===== src/rtl/aes_pkg.sv =====
// ============================================================================
// Module      : aes_pkg
// Description : Shared types and helpers for the AES-128 key scheduler.
// Revision    : 1.0
// ============================================================================
`default_nettype none

package aes_pkg;

    localparam int NR = 10;

    typedef enum logic [2:0] {
        IDLE = 3'd0,
        PREP = 3'd1,
        LOAD = 3'd2,
        RUN  = 3'd3,
        FIN  = 3'd4
    } state_t;

    // Round constant for round 1..10, already placed in the top byte of the word
    function automatic logic [31:0] rcon(input logic [3:0] idx);
        logic [31:0] r;
        case (idx)
            4'd1:    r = 32'h0100_0000;
            4'd2:    r = 32'h0200_0000;
            4'd3:    r = 32'h0400_0000;
            4'd4:    r = 32'h0800_0000;
            4'd5:    r = 32'h1000_0000;
            4'd6:    r = 32'h2000_0000;
            4'd7:    r = 32'h4000_0000;
            4'd8:    r = 32'h8000_0000;
            4'd9:    r = 32'h1b00_0000;
            4'd10:   r = 32'h3600_0000;
            default: r = 32'h0000_0000;
        endcase
        return r;
    endfunction

    function automatic logic [31:0] rot_word(input logic [31:0] w);
        return {w[23:0], w[31:24]};
    endfunction

endpackage

`default_nettype wire


===== src/rtl/aes_key_sched_if.sv =====
// ============================================================================
// Module      : aes_key_sched_if
// Description : Request/round-key bundle between controller and key scheduler.
// Revision    : 1.0
// ============================================================================
`default_nettype none

interface aes_key_sched_if;
    logic         start;
    logic         dir;
    logic [127:0] key;
    logic [127:0] roundKey;
    logic         cipherReset;
    logic         done;
    logic         outValid;
    logic         busy;

    modport master (
        output start, dir, key,
        input  roundKey, cipherReset, done, outValid, busy
    );

    modport slave (
        input  start, dir, key,
        output roundKey, cipherReset, done, outValid, busy
    );
endinterface

`default_nettype wire


===== src/rtl/aes_key_sched_subword.sv =====
// ============================================================================
// Module      : subword
// Description : Four forward AES S-boxes applied bytewise to a 32-bit word.
// Revision    : 1.0
// ============================================================================
`default_nettype none

module subword (
    input  wire logic [31:0] i_word,
    output logic      [31:0] o_word
);

    // Entry 0x00 sits in the most significant byte
    localparam logic [2047:0] c_SBOX = {
        128'h637c777bf26b6fc53001672bfed7ab76, 128'hca82c97dfa5947f0add4a2af9ca472c0,
        128'hb7fd9326363ff7cc34a5e5f171d83115, 128'h04c723c31896059a071280e2eb27b275,
        128'h09832c1a1b6e5aa0523bd6b329e32f84, 128'h53d100ed20fcb15b6acbbe394a4c58cf,
        128'hd0efaafb434d338545f9027f503c9fa8, 128'h51a3408f929d38f5bcb6da2110fff3d2,
        128'hcd0c13ec5f974417c4a77e3d645d1973, 128'h60814fdc222a908846eeb814de5e0bdb,
        128'he0323a0a4906245cc2d3ac629195e479, 128'he7c8376d8dd54ea96c56f4ea657aae08,
        128'hba78252e1ca6b4c6e8dd741f4bbd8b8a, 128'h703eb5664803f60e613557b986c11d9e,
        128'he1f8981169d98e949b1e87e9ce5528df, 128'h8ca1890dbfe6426841992d0fb054bb16
    };

    generate
        for (genvar i = 0; i < 4; i++) begin : g_sbox
            assign o_word[8*i +: 8] = c_SBOX[{~i_word[8*i +: 8], 3'b000} +: 8];
        end
    endgenerate

endmodule

`default_nettype wire


===== src/rtl/aes_key_sched.sv =====
// ============================================================================
// Module      : aes_key_sched
// Description : Iterative AES-128 key scheduler, one round key per cycle,
//               regenerating keys backwards for decryption.
// Revision    : 1.0
// ============================================================================
`default_nettype none

module aes_key_sched
    import aes_pkg::*;
(
    input  wire logic     clk,
    input  wire logic     reset_n,
    aes_key_sched_if.slave bus
);

    localparam logic [3:0] c_LAST_RND = 4'(NR);

    state_t       r_state;
    logic [3:0]   r_rnd;
    logic         r_dir;
    logic [127:0] r_key;
    logic [127:0] r_rk;

    logic         w_inv;
    logic [3:0]   w_rcon_idx;
    logic [31:0]  w_rcon;
    logic [31:0]  w_k0, w_k1, w_k2, w_k3;
    logic [31:0]  w_inv3;
    logic [31:0]  w_sub_in, w_sub_out;
    logic [31:0]  w_f0, w_f1, w_f2, w_f3;
    logic [127:0] w_fwd, w_bwd, w_step;

    assign {w_k0, w_k1, w_k2, w_k3} = r_key;

    // Inverse stepping is used only once the forward pre-expansion is complete
    assign w_inv      = r_dir && (r_state != PREP);
    assign w_rcon_idx = w_inv ? (c_LAST_RND - r_rnd) : (r_rnd + 4'd1);
    assign w_rcon     = rcon(w_rcon_idx);

    assign w_inv3   = w_k3 ^ w_k2;
    assign w_sub_in = rot_word(w_inv ? w_inv3 : w_k3);

    subword u_subword (
        .i_word (w_sub_in),
        .o_word (w_sub_out)
    );

    assign w_f0  = w_k0 ^ w_sub_out ^ w_rcon;
    assign w_f1  = w_k1 ^ w_f0;
    assign w_f2  = w_k2 ^ w_f1;
    assign w_f3  = w_k3 ^ w_f2;
    assign w_fwd = {w_f0, w_f1, w_f2, w_f3};

    assign w_bwd  = {w_k0 ^ w_sub_out ^ w_rcon, w_k1 ^ w_k0, w_k2 ^ w_k1, w_inv3};
    assign w_step = w_inv ? w_bwd : w_fwd;

    always_ff @(posedge clk or negedge reset_n) begin
        if (!reset_n) begin
            r_state <= IDLE;
            r_rnd   <= 4'd0;
            r_dir   <= 1'b0;
            r_key   <= 128'd0;
            r_rk    <= 128'd0;
        end else begin
            case (r_state)
                IDLE: begin
                    if (bus.start) begin
                        r_key <= bus.key;
                        r_dir <= bus.dir;
                        r_rnd <= 4'd0;
                        if (bus.dir) begin
                            r_state <= PREP;
                        end else begin
                            r_state <= LOAD;
                            r_rk    <= bus.key;
                        end
                    end
                end
                PREP: begin
                    // Output key stays frozen here; counter restarts for the reverse walk
                    r_key <= w_step;
                    if (r_rnd == c_LAST_RND - 4'd1) begin
                        r_rnd   <= 4'd0;
                        r_rk    <= w_step;
                        r_state <= LOAD;
                    end else begin
                        r_rnd <= r_rnd + 4'd1;
                    end
                end
                LOAD: begin
                    r_key   <= w_step;
                    r_rk    <= w_step;
                    r_rnd   <= 4'd1;
                    r_state <= RUN;
                end
                RUN: begin
                    if (r_rnd == c_LAST_RND) begin
                        r_state <= FIN;
                    end else begin
                        r_key <= w_step;
                        r_rk  <= w_step;
                        r_rnd <= r_rnd + 4'd1;
                    end
                end
                FIN: begin
                    r_state <= IDLE;
                end
                default: begin
                    r_state <= IDLE;
                end
            endcase
        end
    end

    assign bus.roundKey    = r_rk;
    assign bus.cipherReset = (r_state == LOAD);
    assign bus.outValid    = (r_state == RUN) && (r_rnd == c_LAST_RND);
    assign bus.done        = !((r_state == LOAD) || ((r_state == RUN) && (r_rnd != c_LAST_RND)));
    assign bus.busy        = (r_state == PREP) || (r_state == LOAD) || (r_state == RUN);

endmodule

`default_nettype wire

===== src/flat_wrapper.sv =====
// flat-port wrapper written by rule: the top's interface ports become plain ports
module aes_key_sched_flat import aes_pkg::*;
  (clk, reset_n, bus_start, bus_dir, bus_key, bus_roundKey, bus_cipherReset, bus_done, bus_outValid, bus_busy);
  aes_key_sched_if bus_i ();
  input  wire logic clk;
  input  wire logic reset_n;
  input wire logic [$bits(bus_i.start)-1:0] bus_start;
  input wire logic [$bits(bus_i.dir)-1:0] bus_dir;
  input wire logic [$bits(bus_i.key)-1:0] bus_key;
  output wire logic [$bits(bus_i.roundKey)-1:0] bus_roundKey;
  output wire logic [$bits(bus_i.cipherReset)-1:0] bus_cipherReset;
  output wire logic [$bits(bus_i.done)-1:0] bus_done;
  output wire logic [$bits(bus_i.outValid)-1:0] bus_outValid;
  output wire logic [$bits(bus_i.busy)-1:0] bus_busy;
  assign bus_i.start = bus_start;
  assign bus_i.dir = bus_dir;
  assign bus_i.key = bus_key;
  assign bus_roundKey = bus_i.roundKey;
  assign bus_cipherReset = bus_i.cipherReset;
  assign bus_done = bus_i.done;
  assign bus_outValid = bus_i.outValid;
  assign bus_busy = bus_i.busy;
  aes_key_sched u_core (.clk(clk), .reset_n(reset_n), .bus(bus_i));
endmodule

===== config.mk =====
export PLATFORM = sky130hd
export DESIGN_NAME = aes_key_sched_flat
export DESIGN_NICKNAME = d
export VERILOG_FILES = /design/src/rtl/aes_pkg.sv /design/src/rtl/aes_key_sched_if.sv /design/src/rtl/aes_key_sched_subword.sv /design/src/rtl/aes_key_sched.sv /design/src/flat_wrapper.sv
export SDC_FILE = /design/constraint.sdc
export NUM_CORES = 1
export LEC_CHECK = 0
export ABC_CLOCK_PERIOD_IN_PS = 20700
export BUFFER_PORTS_ARGS = -buffer_cell sky130_fd_sc_hd__buf_2
export CELL_PAD_IN_SITES_DETAIL_PLACEMENT = 1
export CELL_PAD_IN_SITES_GLOBAL_PLACEMENT = 2
export CORE_UTILIZATION = 38
export DETAILED_ROUTE_END_ITERATION = 16
export PLACE_DENSITY = 0.88
export SKIP_CTS_REPAIR_TIMING = 1
export SLEW_MARGIN = 20
export SYNTH_ARGS = -nofsm -noshare
export SYNTH_HDL_FRONTEND = slang
export SYNTH_HIERARCHICAL = 1
export SYNTH_SLANG_ARGS = --single-unit

===== constraint.sdc =====
create_clock -name clk -period 20.7 [get_ports clk]
set_input_delay 1.035 -clock clk [delete_from_list [all_inputs] [get_ports clk]]
set_output_delay 1.035 -clock clk [all_outputs]
set_load 0.005 [all_outputs]

==> results.md, run 1 <==
* Number of remaining DRC errors at 0
* Worst rel slew slack at around a quarter
* Antenna violation net count after detailed routing at 0
* Cell types occupying the most area after synthesis: sky130_fd_sc_hd__dfrtp_1 (23%), sky130_fd_sc_hd__a21oi_1 (8.2%), sky130_fd_sc_hd__o21ai_0 (5.7%), sky130_fd_sc_hd__nand2_1 (5.3%), sky130_fd_sc_hd__nor2_1 (4.8%)
* Global placement routability congestion at 1.037
* Total length of routed wires at around 130 mm
* M1 GR Usage at between 40% and 50%
* Fraction of post-synthesis cell area in the top cell type by area at 22.75%
* Placed cell area at just over 30000 µm²
* Synthesis-stage register bit count at approximately 260
* Number of primary I/O pins at approximately 260
* Final hold violation count at 0
* Initial core utilization at 38.67%
* Worst setup path startpoint: u_core/r_dir
* Final slew viol count at 0
* Worst slack after detailed placement at around 13 ns
* Post-synthesis cell type count at 100
* Final HPWL from detailed placement at approximately 90 mm
* Final critical-path setup slack at 13.15 ns
* Data required time at the worst endpoint at around 21 ns
* Highest-utilization routing layer at the global route stage: met2
* Num CTS Buffers at 36
* Largest incremental delay on the critical path at 0.86 ns
* Gate count after technology mapping at about 4.0k
* Via total after detailed routing at between 30k and 40k
* Slew of the pin with the lowest slew margin at between 1 and 1.5 ns
* Maximum fanout encountered on the critical timing path at 45
* Fin Clk Skew at 0.04670 ns
* Max cap viols at 0
* Insertion delay to the later sink of the worst-skew pair at about 0.59 ns
* Final routed wire length divided by cell count at roughly 27 µm
* Clock Pin Slew Worst Setup and Hold Paths at 0.06 ns
* First-pass GRT wire length at roughly 200 mm
* Root buffer selected by CTS: sky130_fd_sc_hd__clkbuf_16
* Global Route Usage Sum at between 30% and 40%
* Register area share after synthesis at a little under a quarter
* Cell area after layout at between 30000 and 40000 µm²
* Worst reg-to-reg setup slack at approximately 13 ns
* Core Rows at 100
* Global routing met3 resource utilization at under 10%
* Count of input and output buffers at about 260
* Clock period minus worst slack at around 7.5 ns
* Die Outline Area at around 78000 µm²
* Peak clock frequency supported by timing at 0.1325 GHz
* Setup_tns at 0 ns
* Count of warnings emitted by yosys at 6
* Count of clock tree sinks at 264
* EDFF count, synth at 0
* Startpoint type of the worst setup path: flip-flop
* Class of the worst hold path: reg2reg
* Critical-path cell with the highest stage delay: sky130_fd_sc_hd__ha_1
* Share of cells above drive strength 1 at between 10% and 20%
* Count of TritonRoute iterations in the first routing pass at 6
* Die Span X at between 200 and 300 µm
* Mapped Avg Cell Area at approximately 7.2 µm²
* Die Span Y at 278.4 µm
* Per-cell via count in the routed design at roughly 6.6
* Fraction of the cycle the final worst path needs at around 36%
* Worst Reg-to-Reg Cells at 20
* Critical Path End Type: flip-flop
* Finish-stage setup viols at 0
* Area grow syn2layout at 9.705%
* Buffers from clock root to sink, at most at 3
* Share of async-settable or async-resettable flops after synthesis at between 90% and 100%
* Number of antenna violations at the first check in global routing at 7
* Commonest register cell after synthesis: sky130_fd_sc_hd__dfrtp_1
* Met2 global-route usage at 50.72%
* Outcome: finished, final reports clean
* Unrepaired setup endpoints after global routing: no
* Last element of the critical path: u_core/r_key[15]
* GRT overflow at 0
* Critical register-to-register path startpoint: u_core/r_dir
* Reg2Reg Capture Point: u_core/r_key[15]
* WS Path Type: reg2reg
* Post-synthesis net count at roughly 4.2k
* Clock tree from TritonCTS: yes
* Pin count of the biggest net entering global routing at around 150
* Crit path arrival time at 7.97 ns
* Cell accounting for the most synthesized area: sky130_fd_sc_hd__dfrtp_1
* Core Region at between 70000 and 80000 µm²
* Number of DRC markers after the initial detailed-route iteration at slightly above 4k
* Number of levels in the clock H-tree at 2
* Final layout net count at roughly 4.2k
* Vias in the first global route at 32.11k
* Netlist area before placement at between 20000 and 30000 µm²
* Critical path cell sequence: inv_1 -> nor2_4 -> buf_4 -> nand2_1 -> xnor2_2 -> buf_4 -> inv_1 -> ha_1 -> nor2b_1 -> a21oi_1 -> mux4_2 -> o311ai_0 -> and3_1 -> xor2_1 -> xnor2_1 -> nor2_1 -> xnor2_1 -> nor2_1 -> a21oi_1 -> o21ai_0
## how the worst min path moves through the flow
stage | endpoint | depth (start not counted) | start | slack (ns)
3_3_place_gp | u_core/bus.roundKey[121] | 2 | u_core/bus.roundKey[121] | 0.46
3_5_place_dp | u_core/bus.roundKey[124] | 2 | u_core/bus.roundKey[124] | 0.47
6_report | u_core/bus.roundKey[121] | 2 | u_core/bus.roundKey[121] | 0.48
4_1_cts | u_core/bus.roundKey[124] | 2 | u_core/bus.roundKey[124] | 0.49
5_1_grt | u_core/bus.roundKey[124] | 2 | u_core/bus.roundKey[124] | 0.51
2_1_floorplan | u_core/bus.roundKey[124] | 2 | u_core/bus.roundKey[124] | 0.47
## layout by cell type, fill, tap and decap left out, drive strengths merged, types with 61 or more instances in the layout
cell type	n
o21ai	338
xor2	120
dfrtp	264
nand2	409
a21oi	480
o311ai	61
xnor2	132
nand2b	86
nand3	95
nor2	376
a211oi	62
nor3	151
ha	64
nor2b	84
and3	74
a31oi	78
buf	337
## worst max-delay path, delay by kind of cell (launching register included)
family	cells	cell delay, ns
flops	1	0.66
simple gates	6	1.77
xor+xnor	4	1.09
fa+ha+maj	1	0.86
compound gates	4	0.83
mux	1	0.52
buf+inv	4	1.55
## layer usage
layer | up-vias | wire length [µm]
li1 | 14680 | -
met1 | 16250 | 57620
met2 | 1768 | 58390
met3 | 321 | 12690
met4 | 2 | 4905
met5 | - | 7
## layout make-up
type | count | area (µm²)
Inverter | 48 | 190.2
Clock buffer | 49 | 1020
Fill cell | 9433 | 43220
Multi-Input combinational cell | 3305 | 20730
Clock inverter | 17 | 185.2
Timing Repair Buffer | 337 | 1894
Antenna cell | 4 | 10.01
Tap cell | 969 | 1212
Sequential cell | 264 | 6606
## Yosys cell counts (37+ instances only)
library cell               number
sky130_fd_sc_hd__dfrtp_1      264
sky130_fd_sc_hd__buf_1         58
sky130_fd_sc_hd__a211oi_1      62
sky130_fd_sc_hd__xor2_1       118
sky130_fd_sc_hd__clkbuf_1     231
sky130_fd_sc_hd__and3_1        74
sky130_fd_sc_hd__o311ai_0      59
sky130_fd_sc_hd__a21oi_1      478
sky130_fd_sc_hd__nor2_1       374
sky130_fd_sc_hd__nor3_1       151
sky130_fd_sc_hd__o21ai_0      331
sky130_fd_sc_hd__buf_2        109
sky130_fd_sc_hd__xnor2_1      128
sky130_fd_sc_hd__nand2_1      409
sky130_fd_sc_hd__nand2b_1      86
sky130_fd_sc_hd__o211ai_1      51
sky130_fd_sc_hd__a21o_1        40
sky130_fd_sc_hd__nor2b_1       84
sky130_fd_sc_hd__a31oi_1       78
sky130_fd_sc_hd__a311oi_1      52
sky130_fd_sc_hd__ha_1          64
sky130_fd_sc_hd__nand3_1       95
sky130_fd_sc_hd__inv_1         37
## sequential cells by signal (all words and copies together), names as in the netlist
name                 count
u_core/r_rnd             4
u_core/r_key           128
u_core/bus.roundKey    128
u_core/r_dir             1
u_core/r_state           3
## kinds of logic after synthesis
family                     Yosys count  share of synthesized area [%]
and+or+nand+nor                   1464                          24.18
AOI/OAI and AO/OA                 1455                          32.02
xor gates and xnor gates           261                          8.460
adders and majority gates           64                          2.758
buffers and inverters              465                          6.770
muxes                               61                          3.064
DFF                                264                          22.75
## stage by stage
stage | hold slack [ns] | utilization [%] | cells
after floorplan | 0.4726 | - | 4034
after global placement | 0.4614 | 40.80 | 4923
after detailed placement | 0.4736 | 40.80 | 4923
after CTS | 0.4876 | 42.40 | 4989
after global routing | 0.5056 | 42.43 | 4993
final | 0.4832 | 42.43 | 4993
Power of run 1 is left out: the tool's default activity adds up to more than one toggle a clock period on the data nets, which glitch-free logic cannot reach.
==> inputs of run 2 (changes only) <==
--- a/config.mk
+++ b/config.mk
@@ -5,13 +5,13 @@
 export SDC_FILE = /design/constraint.sdc
 export NUM_CORES = 1
 export LEC_CHECK = 0
-export ABC_CLOCK_PERIOD_IN_PS = 20700
+export ABC_CLOCK_PERIOD_IN_PS = 6300
 export BUFFER_PORTS_ARGS = -buffer_cell sky130_fd_sc_hd__buf_2
 export CELL_PAD_IN_SITES_DETAIL_PLACEMENT = 1
 export CELL_PAD_IN_SITES_GLOBAL_PLACEMENT = 2
-export CORE_UTILIZATION = 38
+export CORE_UTILIZATION = 32
 export DETAILED_ROUTE_END_ITERATION = 16
-export PLACE_DENSITY = 0.88
+export PLACE_DENSITY = 0.79
 export SKIP_CTS_REPAIR_TIMING = 1
 export SLEW_MARGIN = 20
 export SYNTH_ARGS = -nofsm -noshare
==> constraint.sdc (replaced) <==
create_clock -name clk -period 6.3 [get_ports clk]
set_input_delay 0.315 -clock clk [delete_from_list [all_inputs] [get_ports clk]]
set_output_delay 0.315 -clock clk [all_outputs]
set_load 0.005 [all_outputs]
==> results.md, run 2 (synthesis results as in run 1) <==
* Crit path arrival time at 6.31 ns (was 7.97 ns)
* Final slew viol count at 0 (unchanged)
* Count of TritonRoute iterations in the first routing pass at 6 (unchanged)
* Buffers from clock root to sink, at most at 3 (unchanged)
* Final Util at 36.82% (was 42.43%)
* Count of input and output buffers at 263 (unchanged)
* Number of DRC markers after the initial detailed-route iteration at 3739 (was 4024)
* Final layout net count at 4300 (was 4188)
* Total length of routed wires at 142.0 mm (was 133.6 mm)
* Pin count of the biggest net entering global routing at 132 (was 147)
* Global Route Usage Sum at 29.83% (was 33.37%)
* First-pass GRT wire length at 211.3 mm (was 203.3 mm)
* Final HPWL from detailed placement at 101.5 mm (was 91.38 mm)
* Count of clock tree sinks at 264 (unchanged)
* Die Span X at 303.2 µm (was 278.4 µm)
* Per-cell via count in the routed design at 6.249 (was 6.612)
* Core Region at 89870 µm² (was 75070 µm²)
* Area grow syn2layout at 13.98% (was 9.705%)
* Startpoint type of the worst setup path: flip-flop (unchanged)
* WS Path Type: reg2reg (unchanged)
* Worst Hold Launch: bus_key[25] (was u_core/bus.roundKey[121])
* Outcome: finished, final reports clean (unchanged)
* Class of the worst hold path: in2reg (was reg2reg)
* Most common cell after layout, fill and taps aside: sky130_fd_sc_hd__a21oi_1 (unchanged)
* Worst rel slew slack at 20.01% (was 23.43%)
* Unrepaired setup endpoints after global routing: no (unchanged)
* Global placement routability congestion at 1.025 (was 1.037)
* Initial core utilization at 32.30% (was 38.67%)
* Number of remaining DRC errors at 0 (unchanged)
* Clock Pin Slew Worst Setup and Hold Paths at 0.06 ns (about the same)
* Commonest cells after routing, fill and taps aside: sky130_fd_sc_hd__a21oi_1 (478), sky130_fd_sc_hd__nand2_1 (408), sky130_fd_sc_hd__nor2_1 (374) (unchanged)
* Via total after detailed routing at 33.16k (was 33.01k)
* Num CTS Buffers at 35 (was 36)
* Die Outline Area at 91940 µm² (was 77510 µm²)
* Fin Clk Skew at 0.02406 ns (was 0.04670 ns)
* Final routed wire length divided by cell count at 26.76 µm (about the same)
* Vias in the first global route at 32.09k (was 32.11k)
* Root buffer selected by CTS: sky130_fd_sc_hd__clkbuf_16 (unchanged)
* Worst setup path startpoint: u_core/r_state[2] (was u_core/r_dir)
* Maximum fanout encountered on the critical timing path at 32 (was 45)
* Antenna violation net count after detailed routing at 0 (unchanged)
* Critical Path End Type: flip-flop (unchanged)
* Max cap viols at 0 (unchanged)
* Number of primary I/O pins at 264 (unchanged)
* Data required time at the worst endpoint at 6.73 ns (was 21.13 ns)
* Share of cells above drive strength 1 at 14.95% (was 12.74%)
* Finish-stage setup viols at 0 (unchanged)
* Core Rows at 110 (was 100)
* Final-layout fill cell count at 11.13k (was 9433)
* Die Span Y at 303.2 µm (was 278.4 µm)
* Number of antenna violations at the first check in global routing at 6 (was 7)
* Peak clock frequency supported by timing at 0.1701 GHz (was 0.1325 GHz)
* Clock tree from TritonCTS: yes (unchanged)
* Number of levels in the clock H-tree at 2 (unchanged)
* GRT overflow at 0 (unchanged)
* Clock period minus worst slack at 5.879 ns (was 7.547 ns)
* Fraction of the cycle the final worst path needs at 93.31% (was 36.46%)
* Post-layout instance count excluding filler cells at 5306 (was 4993)
* Final hold violation count at 0 (unchanged)
* Number of instances in the placed design at 5242 (was 4923)
* Setup_tns at 0 ns (unchanged)
* Min Hold Slack at 0.01072 ns (was 0.4832 ns)
* Insertion delay to the later sink of the worst-skew pair at 0.58 ns (was 0.59 ns)
* Critical register-to-register path startpoint: u_core/r_state[2] (was u_core/r_dir)
* Slew of the pin with the lowest slew margin at 1.195 ns (was 1.149 ns)
## run 2: cell type report
class | instances | area (µm²) | area share, %
antenna | 2 | 5.005 | 0.01512
clock buffer | 50 | 1002 | 3.028
clock inverter | 11 | 153.9 | 0.4650
inverter | 48 | 190.2 | 0.5747
multi-input combinational | 3305 | 20720 | 62.61
sequential | 264 | 6606 | 19.96
tap | 1176 | 1471 | 4.446
timing repair buffer | 450 | 2945 | 8.900
## run 2: per-stage QoR
stage / cell area [µm²] / worst slack, ns
2_1_floorplan: 29050 / 0.1200
3_3_place_gp: 31910 / 0.5702
3_5_place_dp: 31920 / 0.4431
4_1_cts: 33070 / 0.4111
5_1_grt: 33090 / 0.05048
6_report: 33090 / 0.4212
## run 2: path summary, 6_finish.rpt
kind                                                  to  slack [ns]  cells past startpoint
worst min register to register  u_core/bus.roundKey[124]        0.48                      2
worst max-delay path                    u_core/r_key[15]        0.42                     19
worst min-delay path             u_core/bus.roundKey[25]        0.01                      3
min in group asynchronous        u_core/bus.roundKey[57]        0.36                      2
max in group asynchronous               u_core/r_key[83]        4.50                      3
worst max register to register          u_core/r_key[15]        0.42                     19
## run 2: critical path: stages, from the launching register on
cell and delay (ns):
sky130_fd_sc_hd__dfrtp_1 0.57, sky130_fd_sc_hd__nor3b_2 0.15, sky130_fd_sc_hd__nor2_4 0.37, sky130_fd_sc_hd__buf_12 0.28, sky130_fd_sc_hd__nand2_1 0.12, sky130_fd_sc_hd__xnor2_2 0.31
sky130_fd_sc_hd__inv_2 0.28, sky130_fd_sc_hd__ha_1 0.44, sky130_fd_sc_hd__nor2b_1 0.52, sky130_fd_sc_hd__a21oi_1 0.17, sky130_fd_sc_hd__mux4_2 0.52, sky130_fd_sc_hd__o311ai_0 0.31
sky130_fd_sc_hd__and3_1 0.50, sky130_fd_sc_hd__xor2_1 0.34, sky130_fd_sc_hd__xnor2_1 0.16, sky130_fd_sc_hd__nor2_1 0.07, sky130_fd_sc_hd__xnor2_1 0.20, sky130_fd_sc_hd__nor2_1 0.07
sky130_fd_sc_hd__a21oi_1 0.19, sky130_fd_sc_hd__o21ai_0 0.11
## run 2: layer usage
| layer | vias to the layer above | routed length (µm) | GRT usage [%] |
|---|---|---|---|
| met4 | 4 | 6113 | 12.04 |
| met1 | 16190 | 62630 | 42.00 |
| li1 | 14900 | - | - |
| met5 | - | 26 | 0 |
| met3 | 361 | 12450 | 5.654 |
| met2 | 1702 | 60790 | 44.47 |
Power of run 2 is left out for the same reason.
